[src/rtl/id_ex_pipeline_reg.sv]
// Decode-to-execute pipeline register for the 5-stage RV32I core.
// Captures the decode control word and operands; supports stall (hold) and flush (bubble).
module id_ex_pipeline_reg #(
  parameter int unsigned DATA_WIDTH     = 32,
  parameter int unsigned REG_ADDR_WIDTH = 5,
  parameter int unsigned ALU_CTRL_WIDTH = 4
) (
  input  logic                      clk,
  input  logic                      rst,
  input  logic                      StallE,
  input  logic                      FlushE,
  input  logic                      ValidD,
  input  logic [1:0]                ResultSrcD,
  input  logic                      MemWriteD,
  input  logic                      MemReadD,
  input  logic [ALU_CTRL_WIDTH-1:0] ALUControlD,
  input  logic                      ALUSrcD,
  input  logic                      RegWriteD,
  input  logic                      JumpD,
  input  logic                      BranchD,
  input  logic [DATA_WIDTH-1:0]     RD1D,
  input  logic [DATA_WIDTH-1:0]     RD2D,
  input  logic [DATA_WIDTH-1:0]     ImmExtD,
  input  logic [DATA_WIDTH-1:0]     PCD,
  input  logic [DATA_WIDTH-1:0]     PCPlus4D,
  input  logic [REG_ADDR_WIDTH-1:0] Rs1D,
  input  logic [REG_ADDR_WIDTH-1:0] Rs2D,
  input  logic [REG_ADDR_WIDTH-1:0] RdD,
  output logic                      ValidE,
  output logic [1:0]                ResultSrcE,
  output logic                      MemWriteE,
  output logic                      MemReadE,
  output logic [ALU_CTRL_WIDTH-1:0] ALUControlE,
  output logic                      ALUSrcE,
  output logic                      RegWriteE,
  output logic                      JumpE,
  output logic                      BranchE,
  output logic [DATA_WIDTH-1:0]     RD1E,
  output logic [DATA_WIDTH-1:0]     RD2E,
  output logic [DATA_WIDTH-1:0]     ImmExtE,
  output logic [DATA_WIDTH-1:0]     PCE,
  output logic [DATA_WIDTH-1:0]     PCPlus4E,
  output logic [REG_ADDR_WIDTH-1:0] Rs1E,
  output logic [REG_ADDR_WIDTH-1:0] Rs2E,
  output logic [REG_ADDR_WIDTH-1:0] RdE
);

  // Reset and flush both produce an all-zero bubble; flush outranks stall.
  always_ff @(posedge clk) begin
    if (rst || FlushE) begin
      ValidE      <= 1'b0;
      ResultSrcE  <= '0;
      MemWriteE   <= 1'b0;
      MemReadE    <= 1'b0;
      ALUControlE <= '0;
      ALUSrcE     <= 1'b0;
      RegWriteE   <= 1'b0;
      JumpE       <= 1'b0;
      BranchE     <= 1'b0;
      RD1E        <= '0;
      RD2E        <= '0;
      ImmExtE     <= '0;
      PCE         <= '0;
      PCPlus4E    <= '0;
      Rs1E        <= '0;
      Rs2E        <= '0;
      RdE         <= '0;
    end else if (!StallE) begin
      ValidE      <= ValidD;
      ResultSrcE  <= ResultSrcD;
      ALUControlE <= ALUControlD;
      ALUSrcE     <= ALUSrcD;
      // An invalid decode slot must never commit, whatever control_unit decoded.
      MemWriteE   <= MemWriteD & ValidD;
      MemReadE    <= MemReadD  & ValidD;
      RegWriteE   <= RegWriteD & ValidD;
      JumpE       <= JumpD     & ValidD;
      BranchE     <= BranchD   & ValidD;
      RD1E        <= RD1D;
      RD2E        <= RD2D;
      ImmExtE     <= ImmExtD;
      PCE         <= PCD;
      PCPlus4E    <= PCPlus4D;
      Rs1E        <= Rs1D;
      Rs2E        <= Rs2D;
      RdE         <= RdD;
    end
  end

endmodule

[config.mk]
export PLATFORM = sky130hd
export DESIGN_NAME = id_ex_pipeline_reg
export DESIGN_NICKNAME = d
export VERILOG_FILES = /design/src/rtl/id_ex_pipeline_reg.sv
export SDC_FILE = /design/constraint.sdc
export NUM_CORES = 1
export LEC_CHECK = 0
export CORE_AREA = 2 2 149 151
export CTS_CLUSTER_DIAMETER = 50
export CTS_CLUSTER_SIZE = 8
export DETAILED_ROUTE_END_ITERATION = 8
export DIE_AREA = 0 0 151 153
export PLACE_DENSITY = 0.68
export SLEW_MARGIN = 25
export SYNTH_ARGS = -nofsm -noshare
export SYNTH_HDL_FRONTEND = slang
export SYNTH_SLANG_ARGS = --single-unit
[constraint.sdc]
create_clock -name clk -period 1.2 [get_ports clk]
set_input_delay 0.18 -clock clk [delete_from_list [all_inputs] [get_ports clk]]
set_output_delay 0.18 -clock clk [all_outputs]
set_load 0.1 [all_outputs]
# Word level (Yosys, flattened, before mapping)
# Cells that the tools add are included.
[classes] bitwise_logic=5 reduce_logical=1
[ops] cell="bitwise AND 1 bit" n=5
[ops] cell="logical OR 1 bit" n=1
[totals] ff_bits=188 out_inout_bits=188 elab_cells=23

# Logic depth before layout (Yosys ltp)
# Gate-level depths: netlist of run 1.
[logic_depth] ltp_word=1 mapped_depth=5

# Least setup slack after synthesis of run 1
# Ideal clock, no wire load.
[synth_path] path_type="reg-to-reg" startpoint="register, netlist name ALUControlE[0]" endpoint="register ALUControlE[0]" setup_ns=0.068 arrival_time_ns=1.185 t_required_ns=1.132 setup_slack_ns=-0.053 stages_incl_launch_ff=3 path_buffers=0 path_cell_list="dfxtp_1 > mux2i_1 > nor2_1"
[synth_lines] element="end signal, assigned" line="71" rtl="ALUControlE <= ALUControlD;"
[synth_lines] element="end, declared" line="33" rtl="output logic [ALU_CTRL_WIDTH-1:0] ALUControlE,"

# Worst setup path in the final report of run 1
[layout_path] startpoint="register PCPlus4E[20]" endpoint="output PCPlus4E[20]"
[layout_lines] element="start, declared" line="42" rtl="output logic [DATA_WIDTH-1:0] PCPlus4E,"
[layout_lines] element="start signal, assigned" line="83" rtl="PCPlus4E <= PCPlus4D;"
# No word-level cell between the ends.

==> results of run 1 <==
## cell usage after synthesis
library cell  number
mux2i_1          183
clkbuf_1           6
nor2_1           183
buf_6             21
buf_2              3
dfxtp_1          188
a21oi_1            5
or2_1              1
buf_4             13
nand2_1            5
nand3b_1           5
## metrics by stage
step / setup TNS [ns] / cells / hold WS, ns / total power (W) / setup WS [ns]
finish: 0 / 1298 / 0.197 / 0.0159 / 0.0401
detailed placement: -33.26 / 1266 / 0.470 / 0.0107 / -0.228
CTS: 0 / 1298 / 0.182 / 0.0161 / 0.00442
floorplan: 0 / 613 / 0.324 / 0.00893 / 0.230
global route: 0 / 1298 / 0.190 / 0.0165 / 0.000938
global placement: -25.77 / 1266 / 0.464 / 0.0107 / -0.161
## final cells by class
cell class | instances | share of cell area
clock inverter | 12 | 0.00796
tap | 280 | 0.0256
multi-input combinational | 382 | 0.191
clock buffer | 20 | 0.0327
sequential | 188 | 0.293
timing repair buffer | 416 | 0.450
## metal layers
metal	wire length, µm	vias to the layer above
met5	0	-
li1	-	2816
met1	7600	2631
met3	2090	27
met2	10900	239
met4	452	0
## registers in the layout, summed over array words and instances (netlist names), 2 cells and up
name and count:
ALUControlE 4, ImmExtE 32, PCE 32, PCPlus4E 32
RD1E 32, RD2E 32, RdE 5, ResultSrcE 2
Rs1E 5, Rs2E 5
## cell families after synthesis
family / after synthesis
AO/OA/AOI/OAI: 5
buffers and inverters: 43
flip-flops: 188
multiplexers: 183
AND/OR/NAND/NOR: 194
## worst max-delay path by stage
stage	slack, ns	endpoint	from	cells after the start
floorplan	0.23	ImmExtE[0]	StallE	5
finish	0.04	PCPlus4E[20]	PCPlus4E[20]	1
detailed placement	-0.23	RegWriteE	FlushE	5
global route	0.0009	PCPlus4E[12]	PCPlus4E[12]	1
CTS	0.004	RD2E[25]	RD2E[25]	1
global placement	-0.16	RD1E[3]	rst	5
## power by group through the flow
stage	sequential (W)	combinational [W]	clock (W)
2_1_floorplan	0.00820	0.000727	0
3_3_place_gp	0.00684	0.00387	0
3_5_place_dp	0.00685	0.00389	0
4_1_cts	0.00670	0.00390	0.00554
5_1_grt	0.00672	0.00403	0.00580
6_report	0.00669	0.00387	0.00538
## timing repair
action                                  4_1_cts  5_1_grt
pin swaps                                     0        0
resized for setup                             1        2
endpoints found under the setup margin        1        2
==> results.md, run 1 <==
* Final Hold Fails at 0
* CTS tree: yes
* Num CTS Buffers at 17
* Commonest non-fill, non-tap cell in the layout: buf_12
* Drt first pass iters at 4
* Multiplexer share of the synthesized area at 0.272
* Worst Hold Class: primary input to register
* Crit start category: register
* Net Sw Frac at 0.310
* Worst slew margin at 0.801
* Clock Tree Buf Depth at 2
* Worst-path maximum fanout at 2
* Share of cells above drive strength 1 at 0.437
* Clock Tree Root: clkbuf_16
* F_max at ~860 MHz
* Syn_area_per_cell at 11.0 µm²
* Hold_sp: StallE
* Fill count at between 1,500 and 2,000
* Post-synth cell types at 11
* Post-synthesis sequential area ratio at 0.558
* Crit-path cells: buf_12
* Max IR drop VDD at between 0.8 and 0.9 mV
* Register area at about 0.0040 mm²
* Clock power frac at 0.337
* Grt met1 use at 0.191
* Slowest stage cell on the critical path: dfxtp_4
* CP Capture Type: primary output
* Placed cell area at between 0.01 and 0.015 mm²
* Post-Syn Area at just under 0.007 mm²
* H-tree level count at 4
* Period utilization at 0.967
* Fin area at 0.0137 mm²
* Final Setup Violations at 0
* Crit path DAT at roughly 0.98 ns
* Status: finished, final reports clean
* DRT Wirelength at between 20,000 and 25,000 µm
* Reg2Reg Depth at 2
* Leakage power at between 5 and 6 nW
* I/O pins at 380
* Initial core utilization at 0.314
* Worst R2R End: RdE[0]
* Gp weighted congestion at between 0.7 and 0.8
* Number of global-route vias before repair at 6,030
* Worst R2R Start: RdE[0]
* Die height at 153 µm
* Drt initial violations at 110
* Post-Synth XOR/XNOR Area at 0
* Global-route wire length before repair at between 30,000 and 40,000 µm
* Area Overhead vs Synth at 103%
* Die W at 151 µm
* Worst-Skew Late Latency at 0.41 ns
* Critical Path RT at a little over 1 ns
* RSZ-0062 raised after global routing: false
* Synth Area in Simple Gates at 0.111
* Antenna Nets Post-Route at 0
* Hold-fix buffers, CTS at 0
* Synth area leader: dfxtp_1
* Slowest cell delay on critical path at 0.38 ns
* Pin count of the biggest net entering global routing at 28
* Yosys warning total at 0
* Core Util, Final at 0.637
* Largest family of logic cells by synthesized area: multiplexers
* Synth Area in Adders at 0
* Die area at ~0.023 mm²
* Sw Pwr at between 0.004 and 0.005 W
* Total track usage at 0.184
* Clock skew at 0 ns
* Grt met3 use at 0.0770
* DR vias at between 5,000 and 6,000
* Fin crit period at between 1 and 1.5 ns
* Post-detail-place hpwl at between 15,000 and 20,000 µm
* Bufs and invs on worst path at 1
* Clock sink total at 188
* Pint at between 0.01 and 0.015 W
* DRC at 0
* GRT Max-Usage Layer: met2
* Clock transition at path regs at approximately 0.080 ns
* Met2 GRT Util at 0.331
* Combinational share of power at 0.243
* Global route overflow at 0
* Seq pwr share at 0.420
* Hold Path Depth at 3
* Dominant cells by area after synthesis: dfxtp_1 (56%), mux2i_1 (27%), nor2_1 (10%)
* Initial antenna violation count at 0
* Area occupied by multi-input gates at roughly 0.0026 mm²
* Fin. max-slew vios at 0
* Area fraction in compound gates after synthesis at 0.00371
* Syn Nets at approximately 800
* CP top delay family: flip-flops
* Maxcap violations at 0
* DR WL/cell at around 16 µm
* Hold Path End: ALUControlE[2]
* DR vias/cell at between 4 and 5
* Buffers on Ports at approximately 380
* Post-Syn Instances at between 600 and 700
* Commonest non-fill, non-tap cells in the layout: buf_12 (204), clkdlybuf4s50_1 (190), dfxtp_2 (185)
* FF+latch count, synth at 188
* Final nets at 1,197
* Diodes inserted at 0
* Core Area at 0.0215 mm²
* Worst-Margin Slew at about 0.30 ns
* Row count at 54
* Flop-to-flop setup slack at slightly above 0.5 ns
* Pwr Density at 1170 mW/mm²
* Top cell type's share of synthesized area at 0.558
* Type of the worst setup path: register to primary output
* Setup bufs post-CTS at 0
(Power assumes the default switching activity.)
==> run 2: changes to the inputs <==
==> constraint.sdc (replaced) <==
create_clock -name clk -period 1.15 [get_ports clk]
set_input_delay 0.1725 -clock clk [delete_from_list [all_inputs] [get_ports clk]]
set_output_delay 0.1725 -clock clk [all_outputs]
set_load 0.1 [all_outputs]
==> run 2 against run 1 <==
Against the previous run:
- the run now ends with negative setup slack left
- clock power grew 5.4%
- design area is essentially flat
- sequential power grew 4.2%
- non-clock buffer count is the same
- die area is the same
- global-route usage shrank 0.29 points
- flip-flop and latch count is the same
- via count shrank 0.89%
- critical path depth is the same
==> results.md, run 2 (synthesis results as in run 1) <==
* Fin area at 0.0137 mm² (about the same)
* Drt first pass iters at 4 (unchanged)
* Initial core utilization at 0.314 (unchanged)
* Failing checks: negative setup slack
* Slowest stage cell on the critical path: dfxtp_4 (unchanged)
* Area Overhead vs Synth at 103% (about the same)
* Final nets at 1,197 (unchanged)
* Layout Cells excl Fill at 1,298 (unchanged)
* Hold_sp: StallE (unchanged)
* Final Setup Violations at 7 (was 0)
* Clock Tree Root: clkbuf_16 (unchanged)
* Leakage power at 5.79 nW (was 5.77 nW)
* Total track usage at 0.181 (was 0.184)
* RSZ-0062 raised after global routing: true (was false)
* CTS tree: yes (unchanged)
* Hold Path End: PCE[31] (was ALUControlE[2])
* Flop-to-flop setup slack at 0.37 ns (was 0.51 ns)
* Share of cells above drive strength 1 at 0.439 (was 0.437)
* Max IR drop VDD at 0.920 mV (was 0.844 mV)
* Clock sink total at 188 (unchanged)
* Global route overflow at 0 (unchanged)
* Clock skew at 0 ns (unchanged)
* Worst-Margin Slew at 0.232 ns (was 0.299 ns)
* CP Capture Type: primary output (unchanged)
* Global-route wire length before repair at 32,000 µm (was 32,700 µm)
* Slowest cell delay on critical path at 0.37 ns (was 0.38 ns)
* Final WS setup at -0.00513 ns (was 0.0401 ns)
* Clock Tree Buf Depth at 2 (unchanged)
* DRC at 0 (unchanged)
* Maxcap violations at 0 (unchanged)
* Buffers on Ports at 379 (unchanged)
* Number of global-route vias before repair at 5,958 (was 6,030)
* Commonest non-fill, non-tap cell in the layout: buf_12 (unchanged)
* Fin. max-slew vios at 0 (unchanged)
* Pin count of the biggest net entering global routing at 27 (was 28)
* Antenna Nets Post-Route at 0 (unchanged)
* Gp weighted congestion at 0.760 (was 0.782)
* Worst R2R End: PCE[15] (was RdE[0])
* Initial antenna violation count at 0 (unchanged)
* Placed cell area at 0.0131 mm² (about the same)
* Hold Path Depth at 3 (unchanged)
* Commonest non-fill, non-tap cells in the layout: buf_12 (202), clkdlybuf4s50_1 (190), mux2i_1 (183), nor2_1 (183), dfxtp_2 (179) (was buf_12 (204), clkdlybuf4s50_1 (190), dfxtp_2 (185))
* H-tree level count at 4 (unchanged)
* DR WL/cell at 16.2 µm (about the same)
* Crit start category: register (unchanged)
* Type of the worst setup path: register to primary output (unchanged)
* Core Util, Final at 0.637 (about the same)
* Fin crit period at approximately 1.2 ns
* Worst Hold Class: primary input to register (unchanged)
* Core Area at 0.0215 mm² (unchanged)
* Die W at 151 µm (unchanged)
* Placed Cells incl. Taps at 1,261 (was 1,266)
* Crit-path cells: buf_12 (unchanged)
* Die height at 153 µm (unchanged)
* CP top delay family: flip-flops (unchanged)
* Post-detail-place hpwl at 16,700 µm (about the same)
* Drt initial violations at 132 (was 110)
* Worst R2R Start: PCE[15] (was RdE[0])
* Period utilization at 1.00
* Final Hold Fails at 0 (unchanged)
* DR vias at 5,662 (was 5,713)
* Pwr Density at 1220 mW/mm² (was 1170 mW/mm²)
* Final hold slack at 0.149 ns (was 0.197 ns)
* DR vias/cell at 4.36 (was 4.40)
* Num CTS Buffers at 17 (unchanged)
* Bufs and invs on worst path at 1 (unchanged)
* Worst-Skew Late Latency at 0.43 ns (was 0.41 ns)
* Diodes inserted at 0 (unchanged)
* Status: finished, violations left (was finished, final reports clean)
* Die area at 0.0231 mm² (unchanged)
* Pwr Total at 0.0167 W (was 0.0159 W)
* Worst-path maximum fanout at 2 (unchanged)
* Clock transition at path regs at 0.08 ns (about the same)
* Row count at 54 (unchanged)
* Crit path DAT at 0.98 ns (about the same)
* Reg2Reg Depth at 3 (was 2)
* Worst slew margin at 0.845 (was 0.801)
* Critical Path RT at 0.98 ns (was 1.02 ns)
* DRT Wirelength at 21,000 µm (was 21,100 µm)
* Hold-fix buffers, CTS at 0 (unchanged)
* F_max at roughly 870 MHz
* I/O pins at 380 (unchanged)
## run 2: cell types whose count changed in the layout (fill, tap and decap cells not counted), sizes merged
cell      delta
clkinv       +2
inv          +4
clkbuf       -2
clkinvlp     -4
## run 2: tightest hold or removal path, stage by stage
cell and delay (ns):
buf_8 0.16, mux2i_1 0.14, nor2_1 0.07
## run 2: area by class of cell
| cell class | instances | area, µm² |
|---|---|---|
| fill | 1619 | 7810 |
| sequential | 188 | 4020 |
| clock buffer | 18 | 439 |
| multi-input combinational | 382 | 2610 |
| tap | 280 | 350 |
| clock inverter | 14 | 124 |
| timing repair buffer | 416 | 6130 |
## run 2: what timing repair did
| item | in CTS | in global routing |
|---|---|---|
| setup buffers | 2 | 3 |
| setup endpoints to repair | 138 | 188 |
| resized for setup | 6 | 3 |
## run 2: power by group
part	switching (W)	internal, W	total (W)
Sequential	0.000225	0.00675	0.00697
Combinational	0.00221	0.00182	0.00402
Clock	0.00276	0.00292	0.00567
## run 2: per-layer routing
layer	GRT usage	part of all wire	vias up	routed length, µm
met5	0	0	-	0
met4	0.0632	0.022	0	472
met3	0.0827	0.11	30	2350
met2	0.327	0.52	236	10800
met1	0.182	0.35	2581	7370
li1	-	-	2815	-
## run 2: worst max-delay path by stage
stage / startpoint / endpoint / slack, ns / cells past startpoint
4_1_cts: PCPlus4E[20] / PCPlus4E[20] / -0.04 / 1
5_1_grt: RD2E[2] / RD2E[2] / -0.05 / 1
3_5_place_dp: FlushE / MemWriteE / -0.26 / 5
3_3_place_gp: FlushE / PCPlus4E[0] / -0.20 / 5
2_1_floorplan: StallE / ImmExtE[0] / 0.19 / 5
6_report: RD2E[25] / RD2E[25] / -0.005 / 1
## run 2: metrics by stage
step	TNS, ns	worst slack (ns)
global placement	-33.49	-0.197
global route	-4.79	-0.0480
CTS	-1.13	-0.0356
detailed placement	-39.48	-0.256
floorplan	0	0.188
finish	-0.0184	-0.00513
